<file path="config.mk">
export PLATFORM = sky130hd
export DESIGN_NAME = sprite_rom_arbiter
export DESIGN_NICKNAME = d
export VERILOG_FILES = /design/src/rtl/sprite_rom_arbiter.sv
export SDC_FILE = /design/constraint.sdc
export NUM_CORES = 1
export LEC_CHECK = 0
export ABC_AREA = 1
export CAP_MARGIN = 20
export CORE_ASPECT_RATIO = 1.1
export CORE_MARGIN = 2
export CORE_UTILIZATION = 35
export CTS_BUF_LIST = sky130_fd_sc_hd__clkbuf_8 sky130_fd_sc_hd__clkbuf_16
export DETAILED_ROUTE_END_ITERATION = 6
export HOLD_SLACK_MARGIN = 0.05
export PLACE_DENSITY_LB_ADDON = 0.08
export SLEW_MARGIN = 20
export SYNTH_ARGS = -nofsm -noshare
export SYNTH_HDL_FRONTEND = slang
export SYNTH_SLANG_ARGS = --single-unit
</file>
<file path="constraint.sdc">
create_clock -name vga_clk -period 3.9 [get_ports vga_clk]
set_input_delay 0.975 -clock vga_clk [delete_from_list [all_inputs] [get_ports vga_clk]]
set_output_delay 0.975 -clock vga_clk [all_outputs]
set_load 0.005 [all_outputs]
</file>
<file path="src/rtl/sprite_rom_arbiter.sv">
// Sprite ROM arbiter: shares one single-port ROM among NREQ readers,
// port 0 (pixel fetch) pre-empts during active video, round-robin otherwise.
//
// Ports:
//   vga_clk, rst_n       clock, async active-low reset
//   blank                high = active pixel region (port 0 priority)
//   req_valid/req_addr   per-port read requests (port i at [i*ADDR_W +: ADDR_W])
//   req_ready            one-hot combinational grant
//   rom_addr/rom_q       registered ROM address, ROM read data
//   rsp_valid/rsp_data   registered one-hot owner tag and read data
//   starve_cnt           saturating count of cycles a port >= 1 waited
module sprite_rom_arbiter #(
    parameter int NREQ    = 4,
    parameter int ADDR_W  = 15,
    parameter int DATA_W  = 8,
    parameter int ROM_LAT = 1
) (
    input  logic                     vga_clk,
    input  logic                     rst_n,
    input  logic                     blank,
    input  logic [NREQ-1:0]          req_valid,
    input  logic [NREQ*ADDR_W-1:0]   req_addr,
    output logic [NREQ-1:0]          req_ready,
    output logic [ADDR_W-1:0]        rom_addr,
    input  logic [DATA_W-1:0]        rom_q,
    output logic [NREQ-1:0]          rsp_valid,
    output logic [DATA_W-1:0]        rsp_data,
    output logic [15:0]              starve_cnt
);

    localparam int RR_W = $clog2(NREQ);

    logic [RR_W-1:0]   rr;
    logic [RR_W-1:0]   win;
    logic [NREQ-1:0]   grant;
    logic              prio;
    logic              accept;
    logic              waiting;
    logic [ADDR_W-1:0] sel_addr;
    logic [NREQ-1:0]   tag [ROM_LAT];
    logic [NREQ-1:0]   tag_out;

    // Grant: port 0 pre-empts while blank is high; otherwise search
    // upward from rr, skipping port 0 when blank is high.
    always_comb begin
        int idx;
        grant = '0;
        win   = '0;
        prio  = 1'b0;
        idx   = 0;
        if (rst_n) begin
            if (blank && req_valid[0]) begin
                grant[0] = 1'b1;
                prio     = 1'b1;
            end else begin
                for (int k = 0; k < NREQ; k++) begin
                    idx = (int'(rr) + k) % NREQ;
                    if (grant == '0 && req_valid[idx] &&
                        !(blank && idx == 0)) begin
                        grant[idx] = 1'b1;
                        win        = RR_W'(idx);
                    end
                end
            end
        end
    end

    assign req_ready = grant;
    assign accept    = |grant;
    assign tag_out   = tag[ROM_LAT-1];

    always_comb begin
        sel_addr = '0;
        for (int i = 0; i < NREQ; i++) begin
            if (grant[i]) begin
                sel_addr = req_addr[i*ADDR_W +: ADDR_W];
            end
        end
    end

    // A cycle counts as starving if any non-pixel port is left waiting.
    assign waiting = |(req_valid[NREQ-1:1] & ~grant[NREQ-1:1]);

    always_ff @(posedge vga_clk or negedge rst_n) begin
        if (!rst_n) begin
            rr         <= '0;
            rom_addr   <= '0;
            rsp_valid  <= '0;
            rsp_data   <= '0;
            starve_cnt <= '0;
            for (int i = 0; i < ROM_LAT; i++) begin
                tag[i] <= '0;
            end
        end else begin
            if (accept) begin
                rom_addr <= sel_addr;
            end
            if (accept && !prio) begin
                rr <= (win == RR_W'(NREQ-1)) ? '0 : win + 1'b1;
            end
            tag[0] <= grant;
            for (int i = 1; i < ROM_LAT; i++) begin
                tag[i] <= tag[i-1];
            end
            rsp_valid <= tag_out;
            if (|tag_out) begin
                rsp_data <= rom_q;
            end
            if (waiting && starve_cnt != 16'hFFFF) begin
                starve_cnt <= starve_cnt + 16'd1;
            end
        end
    end

endmodule

</file>
==> results by group <==
Detailed routing
  – Routed WL: 10800 um
  – Vias per std cell: 4.73
  – DR WL/cell: 13.6 um
  – Iter 0 DRT Violations: 152
  – Antenna viol nets, final: 0
  – DRC errors left: 0
  – DRT Pass-1 Iters: 4
  – Vias: 3776

Critical path
  – Most used cell, CP: buf_4
  – CP Capture Type: flop
  – Worst EP required: 4.11 ns
  – Critical Path Start Type: input pin
  – Max stage delay cell, worst path: buf_6
  – Arrival @ worst endpoint: 4.03 ns
  – CP max FO: 3
  – Worst path max stage delay: 0.12 ns
  – FF-to-FF path depth: 33
  – WS Path Type: in2reg

Logic synthesis
  – Post-synth EDFFs: 0
  – Mapped Area: 3490 um2
  – Primary FF master, synth: dfrtp_1
  – Cells after synthesis: 510
  – Seq/Total Area, Yosys: 0.351
  – Syn Area/Cell: 6.84 um2
  – #FFs+latches synth: 49
  – Unique masters post-synth: 36
  – Yosys warnings: 0
  – Syn Nets: 594
  – Fraction of registers with async set/reset: 1.00

STA
  – Max-slew violation count: 0
  – Fin. Hold Viols: 0
  – Final setup skew: 0.0103 ns
  – Actual slew at the worst max-slew pin: 0.646 ns
  – Tcrit/Tclk final: 0.979
  – Max_slew headroom: 0.569
  – Final setup fails: 0
  – Post-layout min period: 3.82 ns
  – Fmax: 262 MHz
  – Worst hold slack: 0.375 ns
  – RSZ-0062 raised after global routing: true

Finish
  – Nets@finish: 761
  – Area growth syn-to-layout: 55.7%
  – Layout fillers: 959
  – Layout cell share with drive strength beyond 1: 0.204
  – Post-route design area: 5440 um2
  – Antenna Cells: 0
  – Most frequent cells in the layout: nand2_1, clkdlybuf4s50_1, nand3_1
  – Most common cell after layout, fill and taps aside: nand2_1

Place
  – GP Congestion: 0.853
  – Post-placement cell area: 4980 um2
  – HPWL after detailed placement: 7790 um
  – IO Port Bufs: 121

Run status
  – Status: finished clean

Hold path
  – Hold Crit Class: reg2reg
  – Worst hold path cell count: 0

Global routing
  – Overflow after GRT: 0
  – Met3 global-route usage: 0.0301
  – Grt met1 use: 0.235
  – Vias in the first global route: 3604
  – Initial antenna violation count: 0
  – GRT Overall Usage: 0.196
  – Met2 Usage GRT: 0.354
  – First-pass GRT wire length: 17100 um
  – Top Usage Layer GRT: met2
  – Largest net degree at the start of global routing: 51

Power and ir drop
  – Pleak: 2.69 nW
  – Worst VDD drop: 0.000522 V
  – Power per cell area: 854 nW/um2

Clocking
  – CTS sink cnt: 49
  – CTS root buf: clkbuf_8
  – TritonCTS clock tree: done
  – CTS max path bufs: 2
  – Worst skew pair latency: 0.31 ns
  – CTS buffer count: 5
  – H-tree levels: 2
  – Clk slew on worst S/H paths: 0.10 ns

Floorplan
  – # IOs: 122
  – Die X: 99.2 um
  – Rows: 38
  – Initial core utilization: 0.356
  – Die area: 10800 um2
  – DIE HEIGHT: 109 um
  – Core Area: 9790 um2

Flow run
  – MaxCap Viol Count: 0
-- power by group --
part	switching [W]	internal (W)	leakage, nW	total [W]
clock network	0.000186	0.000128	0.0445	0.000314
logic	0.00184	0.00162	2.03	0.00346
registers	0.000142	0.000729	0.620	0.000871
total	0.00216	0.00248	2.69	0.00464
-- synthesized netlist by cell type, drive strengths merged (3+ instances only) --
cell    number  share of area
o21ai        5         0.0072
mux2         8          0.026
or2         15          0.027
ha           9          0.032
nor4         3         0.0054
dfrtp       49           0.35
nor3         7          0.010
xnor2        3         0.0075
nor2        60          0.072
nand4        9          0.020
nand2      188           0.21
clkbuf       6         0.0065
xor2        10          0.025
inv         50          0.054
nand3       71           0.11
buf         10          0.019
-- through the flow --
stage	total power (W)	util	setup TNS, ns	setup slack (ns)	std cells
after floorplan	0.00265	-	0	0.260	510
final	0.00464	0.555	0	0.0821	798
after CTS	0.00451	0.546	-0.0482	-0.0362	794
after global routing	0.00508	0.555	-0.0506	-0.0506	798
after detailed placement	0.00378	0.508	-4.76	-0.679	764
after global placement	0.00374	0.508	-3.00	-0.619	764
-- sequential cells by signal, indices dropped and copies added, names as in the netlist --
signal and count:
rsp_data 8, starve_cnt 16, tag 4, rr 2
rom_addr 15, rsp_valid 4
-- worst max-delay path, delay by kind of cell --
kind	cells	cell delay, ns
AOI/OAI and AO/OA	3	0.27
buffers and inverters	18	2.06
and+or+nand+nor	11	0.73
-- final cells by class --
cell class | instances | area [um2] | area share
well taps | 120 | 150 | 0.0276
inverters | 51 | 196 | 0.0361
multi-input cells | 394 | 2160 | 0.398
clock inverters | 3 | 21.3 | 0.00391
clock buffers | 5 | 68.8 | 0.0127
repair buffers | 176 | 1610 | 0.296
flip-flops and latches | 49 | 1230 | 0.226
-- cell families after synthesis --
group	after synthesis	synth area share
muxes	8	0.0258
DFF	49	0.351
AOI/OAI and AO/OA	9	0.0183
xor gates and xnor gates	13	0.0326
adders and majority gates	9	0.0323
buffers and inverters	67	0.0803
and+or+nand+nor	355	0.459
-- final timing paths --
path / from / endpoint / slack, ns
worst max-delay path: req_valid[3] / rr[1]$_DFFE_PN0P_ / 0.08
worst min-delay path: tag[1]$_DFF_PN0_ / rsp_valid[1]$_DFF_PN0_ / 0.37
worst max register to register: rr[0]$_DFFE_PN0P_ / rr[1]$_DFFE_PN0P_ / 0.12
worst min register to register: tag[1]$_DFF_PN0_ / rsp_valid[1]$_DFF_PN0_ / 0.37
max in group asynchronous: rst_n / rr[0]$_DFFE_PN0P_ / 2.60
min in group asynchronous: rst_n / rsp_data[0]$_DFFE_PN0P_ / 0.83
-- layer usage --
| metal | up-vias | share of wire |
|---|---|---|
| li1 | 1939 | - |
| met1 | 1723 | 0.42 |
| met2 | 97 | 0.51 |
| met3 | 17 | 0.046 |
| met4 | 0 | 0.026 |
| met5 | - | 0 |
-- timing repair --
item                       4_1_cts  5_1_grt
hold endpoints to repair         0        0
setup endpoints to repair        4        5
hold buffers                     0        0
pin swaps                       22       26
buffers inserted                22        5
resized for setup               53       37
Power figures use the tool's default switching activity.
